$ cat src/rtl/param_arb_pkg.sv
// Shared types and helpers for the parameter-mode arbiter and its
// round-robin picker.
package param_arb_pkg;

    // Arbiter FSM states
    typedef enum logic [1:0] {
        IDLE   = 2'd0,
        SETTLE = 2'd1,
        OWN    = 2'd2
    } arb_state_t;

    // Bit width able to hold n distinct values, never narrower than one bit
    function automatic int clog2_min1(input int n);
        int r;
        r = $clog2(n);
        return (r < 1) ? 1 : r;
    endfunction

endpackage

$ cat src/rtl/param_mode_arbiter_rr_pick.sv
// Combinational round-robin selector. Starting at index ptr and searching
// upward with wrap-around, returns the first asserted request as a one-hot
// pick. found is low (and pick all zero) when no request is asserted.
module rr_pick #(
    parameter int NREQ = 4,
    parameter int PW   = 2
) (
    input  logic [NREQ-1:0] req,
    input  logic [PW-1:0]   ptr,
    output logic [NREQ-1:0] pick,
    output logic            found
);

    // Scan from ptr upward, modulo NREQ, and take the first requester
    always_comb begin
        int idx;
        pick  = '0;
        found = 1'b0;
        idx   = 0;
        for (int k = 0; k < NREQ; k++) begin
            idx = int'(ptr) + k;
            if (idx >= NREQ) begin
                idx = idx - NREQ;
            end
            if (!found && req[idx]) begin
                pick[idx] = 1'b1;
                found     = 1'b1;
            end
        end
    end

endmodule

$ cat src/rtl/param_mode_arbiter.sv
// Shares one parameter_function instance (and its single mode input) among
// NREQ requesters. Round-robin arbitration, a settle window after every
// mode change before the grant is issued, and a bounded ownership period.
//
// Handshake: req is a level held for as long as a requester wants the
// resource; gnt is a one-hot level that rises only after mode has been
// stable for SETTLE_CYC cycles; the owner ends ownership by pulsing rel or
// dropping req, otherwise the grant is withdrawn after HOLD_MAX cycles with
// a one-cycle timeout pulse. rel from non-owners is ignored.
module param_mode_arbiter
    import param_arb_pkg::*;
#(
    parameter int NREQ         = 4,
    parameter int BW_MODE      = 2,
    parameter int SETTLE_CYC   = 8,
    parameter int HOLD_MAX     = 64,
    parameter int DEFAULT_MODE = 0
) (
    input  logic                    clk,
    input  logic                    rstn,
    input  logic [NREQ-1:0]         req,
    input  logic [NREQ*BW_MODE-1:0] req_mode,
    input  logic [NREQ-1:0]         rel,
    output logic [NREQ-1:0]         gnt,
    output logic [BW_MODE-1:0]      mode,
    output logic                    param_valid,
    output logic                    busy,
    output logic                    timeout,
    output logic [1:0]              state_dbg
);

    localparam int PW = clog2_min1(NREQ);
    localparam int SW = clog2_min1(SETTLE_CYC + 1);
    localparam int HW = clog2_min1(HOLD_MAX + 1);

    // Last counter value before the transition; SETTLE is unreachable when
    // SETTLE_CYC is 0, so its terminal value is irrelevant in that case.
    localparam logic [SW-1:0] SETTLE_LAST = (SETTLE_CYC > 0) ? SW'(SETTLE_CYC - 1) : '0;
    localparam logic [HW-1:0] HOLD_LAST   = HW'(HOLD_MAX - 1);
    localparam logic [PW-1:0] PTR_LAST    = PW'(NREQ - 1);

    arb_state_t          state_q, state_d;
    logic [NREQ-1:0]     gnt_q, gnt_d;
    logic [BW_MODE-1:0]  mode_q, mode_d;
    logic [PW-1:0]       owner_q, owner_d;
    logic [PW-1:0]       ptr_q, ptr_d;
    logic [SW-1:0]       scnt_q, scnt_d;
    logic [HW-1:0]       hcnt_q, hcnt_d;
    logic                tmo_q, tmo_d;

    logic [NREQ-1:0]     pick;
    logic                found;
    logic [PW-1:0]       pick_idx;
    logic [BW_MODE-1:0]  pick_mode;
    logic [NREQ-1:0]     owner_onehot;

    rr_pick #(
        .NREQ (NREQ),
        .PW   (PW)
    ) u_pick (
        .req   (req),
        .ptr   (ptr_q),
        .pick  (pick),
        .found (found)
    );

    // Encode the one-hot pick to an index and fetch the winner's mode
    always_comb begin
        pick_idx = '0;
        for (int i = 0; i < NREQ; i++) begin
            if (pick[i]) begin
                pick_idx = PW'(i);
            end
        end
        pick_mode    = req_mode[pick_idx*BW_MODE +: BW_MODE];
        owner_onehot = {{(NREQ-1){1'b0}}, 1'b1} << owner_q;
    end

    // Next-state, counters, mode and grant; exits from OWN rotate the pointer
    always_comb begin
        state_d = state_q;
        gnt_d   = gnt_q;
        mode_d  = mode_q;
        owner_d = owner_q;
        ptr_d   = ptr_q;
        scnt_d  = scnt_q;
        hcnt_d  = hcnt_q;
        tmo_d   = 1'b0;
        unique case (state_q)
            IDLE: begin
                if (found) begin
                    owner_d = pick_idx;
                    if (pick_mode == mode_q || SETTLE_CYC == 0) begin
                        state_d = OWN;
                        gnt_d   = pick;
                        hcnt_d  = '0;
                    end else begin
                        state_d = SETTLE;
                        mode_d  = pick_mode;
                        scnt_d  = '0;
                    end
                end
            end
            SETTLE: begin
                // Abort leaves mode at its new value; the next arbitration
                // may find it already matching.
                if (!req[owner_q]) begin
                    state_d = IDLE;
                end else if (scnt_q == SETTLE_LAST) begin
                    state_d = OWN;
                    gnt_d   = owner_onehot;
                    hcnt_d  = '0;
                end else begin
                    scnt_d = scnt_q + SW'(1);
                end
            end
            OWN: begin
                // A voluntary release (rel or dropped req) takes priority
                // over the hold limit, so no timeout pulse in that case.
                if (rel[owner_q] || !req[owner_q] || hcnt_q == HOLD_LAST) begin
                    state_d = IDLE;
                    gnt_d   = '0;
                    ptr_d   = (owner_q == PTR_LAST) ? '0 : owner_q + PW'(1);
                    tmo_d   = !(rel[owner_q] || !req[owner_q]);
                end else begin
                    hcnt_d = hcnt_q + HW'(1);
                end
            end
            default: begin
                state_d = IDLE;
                gnt_d   = '0;
            end
        endcase
    end

    // State register with asynchronous active-low reset
    always_ff @(posedge clk or negedge rstn) begin
        if (!rstn) begin
            state_q <= IDLE;
            gnt_q   <= '0;
            mode_q  <= BW_MODE'(DEFAULT_MODE);
            owner_q <= '0;
            ptr_q   <= '0;
            scnt_q  <= '0;
            hcnt_q  <= '0;
            tmo_q   <= 1'b0;
        end else begin
            state_q <= state_d;
            gnt_q   <= gnt_d;
            mode_q  <= mode_d;
            owner_q <= owner_d;
            ptr_q   <= ptr_d;
            scnt_q  <= scnt_d;
            hcnt_q  <= hcnt_d;
            tmo_q   <= tmo_d;
        end
    end

    assign gnt         = gnt_q;
    assign mode        = mode_q;
    assign param_valid = (state_q == OWN);
    assign busy        = (state_q != IDLE);
    assign timeout     = tmo_q;
    assign state_dbg   = state_q;

endmodule

$ cat config.mk
export PLATFORM = sky130hd
export DESIGN_NAME = param_mode_arbiter
export DESIGN_NICKNAME = d
export VERILOG_FILES = /design/src/rtl/param_arb_pkg.sv /design/src/rtl/param_mode_arbiter_rr_pick.sv /design/src/rtl/param_mode_arbiter.sv
export SDC_FILE = /design/constraint.sdc
export NUM_CORES = 1
export LEC_CHECK = 0
export ABC_AREA = 1
export BUFFER_PORTS_ARGS = -buffer_cell sky130_fd_sc_hd__buf_2
export CAP_MARGIN = 20
export CORE_ASPECT_RATIO = 0.5
export CORE_UTILIZATION = 60
export CTS_CLUSTER_SIZE = 8
export DETAILED_ROUTE_END_ITERATION = 16
export PLACE_DENSITY = 0.88
export SYNTH_ARGS = -nofsm -noshare
export SYNTH_HDL_FRONTEND = slang
export SYNTH_SLANG_ARGS = --single-unit
$ cat constraint.sdc
create_clock -name clk -period 7.35 [get_ports clk]
set_clock_uncertainty 0.05 [all_clocks]
set_input_delay 1.1025 -clock clk [delete_from_list [all_inputs] [get_ports clk]]
set_output_delay 1.1025 -clock clk [all_outputs]
set_load 0.05 [all_outputs]
==> impl_metrics.env, run 1 <==
export IMPL_status="completed"
export IMPL_crit_start="ptr_q[0]"
export IMPL_cpMostUsedCell="nand2_1"
export IMPL_worst_pin_slew_ns=0.956
export IMPL_ys_warnings_count=0
export IMPL_drv_slew=0
export IMPL_cp_top_family="simple AND/OR/NAND/NOR gates"
export IMPL_layout_drive_gt1_share=0.215
export IMPL_period_share=0.455
export IMPL_clkLatencyLatePin_ns=0.27
export IMPL_finalSetupTns_ns=0
export IMPL_synth_area_um2=2050
export IMPL_synthCells=288
export IMPL_post_cts_buffers=0
export IMPL_critical_path_class="reg2reg"
export IMPL_synth_edf_count=0
export IMPL_cp_start_kind="flop"
export IMPL_synth_fp_nets=318
export IMPL_tritoncts="built"
export IMPL_syn_to_final_growth_pct=10.5
export IMPL_cp_end_kind="flop"
export IMPL_ys_seq_elements=24
export IMPL_grt_max_degree=25
export IMPL_cts_resized_gates=0
export IMPL_reg2reg_depth=13
export IMPL_grt_pass1_vias=1821
export IMPL_yosys_area_top_type_share=0.293
export IMPL_rows=14
export IMPL_seq_area_frac_synth=0.293
export IMPL_dieArea_um2=3670
export IMPL_max_freq_mhz=299
export IMPL_cts_hold_buf=0
export IMPL_synthTopCellsByCount="nand2_1, inv_1, nand3_1, nor2_1, dfrtp_1"
export IMPL_antenna_left=0
export IMPL_max_cap_viol_count=0
export IMPL_num_vias=1973
export IMPL_io_pin_count=29
export IMPL_min_period_ns=3.34
export IMPL_netlist_top_cells_area="dfrtp_1, nand2_1, ha_1"
export IMPL_slowest_stage="a21oi_1"
export IMPL_clockBufferDepth=2
export IMPL_worstPathMaxFanout=13
export IMPL_rsz0062_at_grt="no"
export IMPL_gp_congestion=0.942
export IMPL_drt_wirelength_per_cell_um=12.8
export IMPL_crit_arrival_ns=3.46
export IMPL_htreeDepth=1
export IMPL_slowest_delay_ns=0.75
export IMPL_timing_rr_start="ptr_q[0]"
export IMPL_relSlewSlack=0.363
export IMPL_die_y_um=43.3
export IMPL_drc=0
export IMPL_die_w_um=84.6
export IMPL_min_path_type="reg2reg"
export IMPL_drt_iter0_drc=82
export IMPL_grt_usage=0.277
export IMPL_yosys_cell_count_top_type="nand2_1"
export IMPL_cts_root_buf="clkbuf_8"
export IMPL_port_buffers=28
export IMPL_drt_pre_antenna_iters=7
export IMPL_ys_async_sr_fraction=1.00
export IMPL_grt_first_pass_wirelength_um=7890
export IMPL_finalSetupViolations=0
export IMPL_layout_nets=349
export IMPL_cts_sinks=24
export IMPL_cts_clk_slew_worst_paths_ns=0.08
export IMPL_drt_total_wl_um=4580
export IMPL_antenna_cells=0
export IMPL_cts_buffers=3
export IMPL_required_ns=7.46
export IMPL_yosysUniqueCellTypes=31
export IMPL_hpwl_um=3640
export IMPL_routed_via_density=5.53
export IMPL_path_cells="inv_2 -> ha_1 -> inv_1 -> nand3_1 -> nand2_1 -> nand2_4 -> nor2_2 -> nand2_1 -> o21ai_0 -> a21oi_1 -> nand3_2 -> nand2_1 -> nand2_1"
export IMPL_crit_path_end="hcnt_q[2]"
export IMPL_reg2reg_slack_ns=4.01
export IMPL_path_depth=13
export IMPL_start_util=0.657
export IMPL_timing_final_hold_violations=0
export IMPL_antenna_found_initial=0
export IMPL_post_synth_cell_area_avg_um2=7.11
export IMPL_critPathBufInv=2
export IMPL_synth_largest_area_cell="dfrtp_1"
export IMPL_worst_r2r_endpoint="hcnt_q[2]"
export IMPL_synth_ff_type="dfrtp_1"
export IMPL_gr_total_overflow=0
export IMPL_fp_coreArea_um2=3120
[registers in the layout, summed over array words and instances, names as in the netlist]
signal     cells
scnt_q         4
hcnt_q         7
mode           2
gnt            4
ptr_q          2
timeout        1
owner_q        2
state_dbg      2
[worst reg2reg max path: cells and delay by family, from the launching register on]
| kind | cells | cell delay [ns] |
|---|---|---|
| flip-flops | 1 | 0.55 |
| buffers and inverters | 2 | 0.27 |
| AND/OR/NAND/NOR | 8 | 1.13 |
| AO/OA/AOI/OAI | 2 | 0.86 |
| adder cells (fa/ha/maj) | 1 | 0.38 |
[how the worst min path moves through the flow]
stage / from / to / slack [ns] / cells after the start
6_report: gnt[1] / gnt[1] / 0.43 / 2
5_1_grt: gnt[1] / gnt[1] / 0.47 / 2
4_1_cts: gnt[1] / gnt[1] / 0.43 / 2
3_5_place_dp: gnt[1] / gnt[1] / 0.41 / 2
3_3_place_gp: gnt[0] / gnt[0] / 0.41 / 2
2_1_floorplan: hcnt_q[4] / hcnt_q[4] / 0.41 / 2
[metrics by stage]
stage,cell area (um2),worst slack [ns],utilization,instances,hold slack (ns)
2_1_floorplan,2050,4.56,-,288,0.413
3_3_place_gp,2220,4.11,0.713,354,0.406
3_5_place_dp,2220,3.97,0.713,354,0.412
4_1_cts,2260,4.08,0.726,357,0.432
5_1_grt,2260,3.66,0.726,357,0.471
6_report,2260,4.01,0.726,357,0.428
[cell families after synthesis]
family	share of synthesized area
adder cells (fa/ha/maj)	0.0733
AND/OR/NAND/NOR	0.469
buffers and inverters	0.0770
flip-flops	0.293
AO/OA/AOI/OAI	0.0660
XOR/XNOR	0.0214
[layer usage]
| layer | part of all wire | GRT usage | up-vias |
|---|---|---|---|
| met5 | 0 | 0 | - |
| met4 | 0.025 | 0.0915 | 0 |
| met3 | 0.038 | 0.0506 | 16 |
| met2 | 0.48 | 0.491 | 45 |
| met1 | 0.45 | 0.350 | 920 |
| li1 | - | - | 992 |
[final cells by class]
class	count	area, um2
fill	287	855
multi-input combinational	225	1290
sequential	24	601
tap	40	50.0
timing repair buffer	28	140
inverter	37	141
clock buffer	3	41.3
[layout by cell type, fill, tap and decap left out, drive strengths merged]
cell type	n
nand2	100
inv	35
nor2	33
nand3	31
buf	28
dfrtp	24
o21ai	17
nand4	13
ha	12
a21oi	6
xor2	3
clkbuf	3
o22ai	2
clkinv	2
xnor2	2
nor3b	2
or2	1
nor4	1
a21o	1
or4	1
Power of run 1 is not shown: default switching activity piles up to over one toggle a cycle in this logic, so the estimate is an artifact.
==> run 2, diff against run 1 <==
Settings changed: CORE_UTILIZATION 60 to 52, PLACE_DENSITY 0.88 to 0.81.
Clock period 7.35 ns to 2.9 ns, I/O delays scaled along.
==> run 2 against run 1 <==
Compared with the run above:
- sequential share of layout area shrank 1.0 points
- via count shrank 3.9%
- utilization shrank 7.2 points
- final cell count grew 4.8%
- first-iteration DRC count grew 11%
- die area grew 15%
- hold slack lost 0.36 ns
- critical path type unchanged
==> impl_metrics.env, run 2 (synthesized netlist as in run 1, its figures left out) <==
export IMPL_drt_pre_antenna_iters=4
export IMPL_critical_path_class="reg2reg"
export IMPL_crit_start="ptr_q[1]"
export IMPL_gp_congestion=0.908
export IMPL_cp_start_kind="flop"
export IMPL_worst_pin_slew_ns=0.519
export IMPL_reg2reg_slack_ns=0.26
export IMPL_num_vias=1897
export IMPL_min_path_type="in2async"
export IMPL_tritoncts="built"
export IMPL_timing_final_hold_violations=0
export IMPL_fp_coreArea_um2=3600
export IMPL_io_pin_count=29
export IMPL_layout_drive_gt1_share=0.232
export IMPL_cts_root_buf="clkbuf_8"
export IMPL_stdcell_count=374
export IMPL_timing_rr_start="ptr_q[1]"
export IMPL_port_buffers=28
export IMPL_cts_buffers=3
export IMPL_final_area_um2=2350
export IMPL_antenna_cells=0
export IMPL_clkLatencyLatePin_ns=0.27
export IMPL_crit_path_end="gnt[2]"
export IMPL_grt_usage=0.235
export IMPL_drt_wirelength_per_cell_um=11.7
export IMPL_rows=15
export IMPL_rsz0062_at_grt="no"
export IMPL_grt_first_pass_wirelength_um=7760
export IMPL_crit_arrival_ns=2.76
export IMPL_antenna_left=0
export IMPL_place_inst=370
export IMPL_min_period_ns=2.64
export IMPL_layout_nets=354
export IMPL_start_util=0.568
export IMPL_placedInstanceArea_um2=2270
export IMPL_gr_total_overflow=0
export IMPL_worst_r2r_endpoint="gnt[2]"
export IMPL_drt_total_wl_um=4380
export IMPL_antenna_found_initial=0
export IMPL_dieArea_um2=4210
export IMPL_cts_clk_slew_worst_paths_ns=0.09
export IMPL_grt_max_degree=25
export IMPL_cts_sinks=24
export IMPL_clockBufferDepth=2
export IMPL_htreeDepth=1
export IMPL_finalSetupTns_ns=0
export IMPL_finalSetupViolations=0
export IMPL_reg2reg_depth=20
export IMPL_final_common_cell="nand2_1"
export IMPL_routed_via_density=5.07
export IMPL_worstPathMaxFanout=13
export IMPL_cts_hold_buf=0
export IMPL_syn_to_final_growth_pct=15.0
export IMPL_mostFrequentLayoutCells="nand2_1, inv_1, buf_2"
export IMPL_die_w_um=90.8
export IMPL_drc=0
export IMPL_drt_iter0_drc=91
export IMPL_largest_reg_flops=7
export IMPL_max_cap_viol_count=0
export IMPL_max_freq_mhz=379
export IMPL_required_ns=3.02
export IMPL_cp_end_kind="flop"
export IMPL_relSlewSlack=0.654
export IMPL_grt_pass1_vias=1787
export IMPL_period_share=0.910
export IMPL_drv_slew=0
export IMPL_hpwl_um=3500
export IMPL_die_y_um=46.4
export IMPL_regMostFlops="hcnt_q"
export IMPL_status="completed"
run 2: area by class of cell:
cell class                 instances  area [um2]
fill                             324        1250
timing repair buffer              33         178
sequential                        24         601
tap                               51        63.8
clock buffer                       3        41.3
clock inverter                     1        30.0
inverter                          37         141
multi-input combinational        225        1300
run 2: routing by layer:
layer  vias to the layer above  track usage  part of all wire
met5                         -            0                 0
met1                       862        0.286              0.47
li1                       1000            -                 -
met4                         0       0.0774             0.010
met2                        31        0.450              0.49
met3                         4       0.0297             0.028
run 2: timing repair:
action | 4_1_cts | 5_1_grt
setup buffers | 0 | 0
hold endpoints to repair | 0 | 0
gates resized for setup | 0 | 2
setup endpoints to repair | 0 | 11
run 2: how the worst min path moves through the flow:
| stage | slack [ns] | cells past startpoint | to |
|---|---|---|---|
| 6_report | 0.07 | 1 | state_dbg[1] |
| 5_1_grt | 0.13 | 1 | owner_q[0] |
| 4_1_cts | 0.1 | 1 | state_dbg[1] |
| 3_5_place_dp | 0.40 | 1 | state_dbg[1] |
| 3_3_place_gp | 0.40 | 1 | scnt_q[2] |
| 2_1_floorplan | 0.09 | 0 | gnt[0] |
run 2: critical path: stages, from the launching register on:
cell and delay (ns):
dfrtp_1 0.38, inv_1 0.06, ha_1 0.32, inv_1 0.10, nand3_1 0.09, nand2_2 0.13
nand2_4 0.09, nor2_2 0.11, nand3_1 0.10, nand2_2 0.14, nand2_4 0.07, nand2_4 0.07
nand2_1 0.05, nand2_1 0.08, nand3_1 0.09, nand2_2 0.10, nand2_4 0.07, nand2_4 0.14
nand3_1 0.17, nand2_1 0.10, nand2_1 0.05
run 2: through the flow:
step | utilization | setup WS [ns] | hold WS [ns]
2_1_floorplan | - | 0.265 | 0.0894
3_3_place_gp | 0.631 | 0.277 | 0.396
3_5_place_dp | 0.631 | 0.219 | 0.402
4_1_cts | 0.651 | 0.180 | 0.0977
5_1_grt | 0.653 | 0.0187 | 0.126
6_report | 0.653 | 0.260 | 0.0732
Power of run 2 is left out for the same reason.
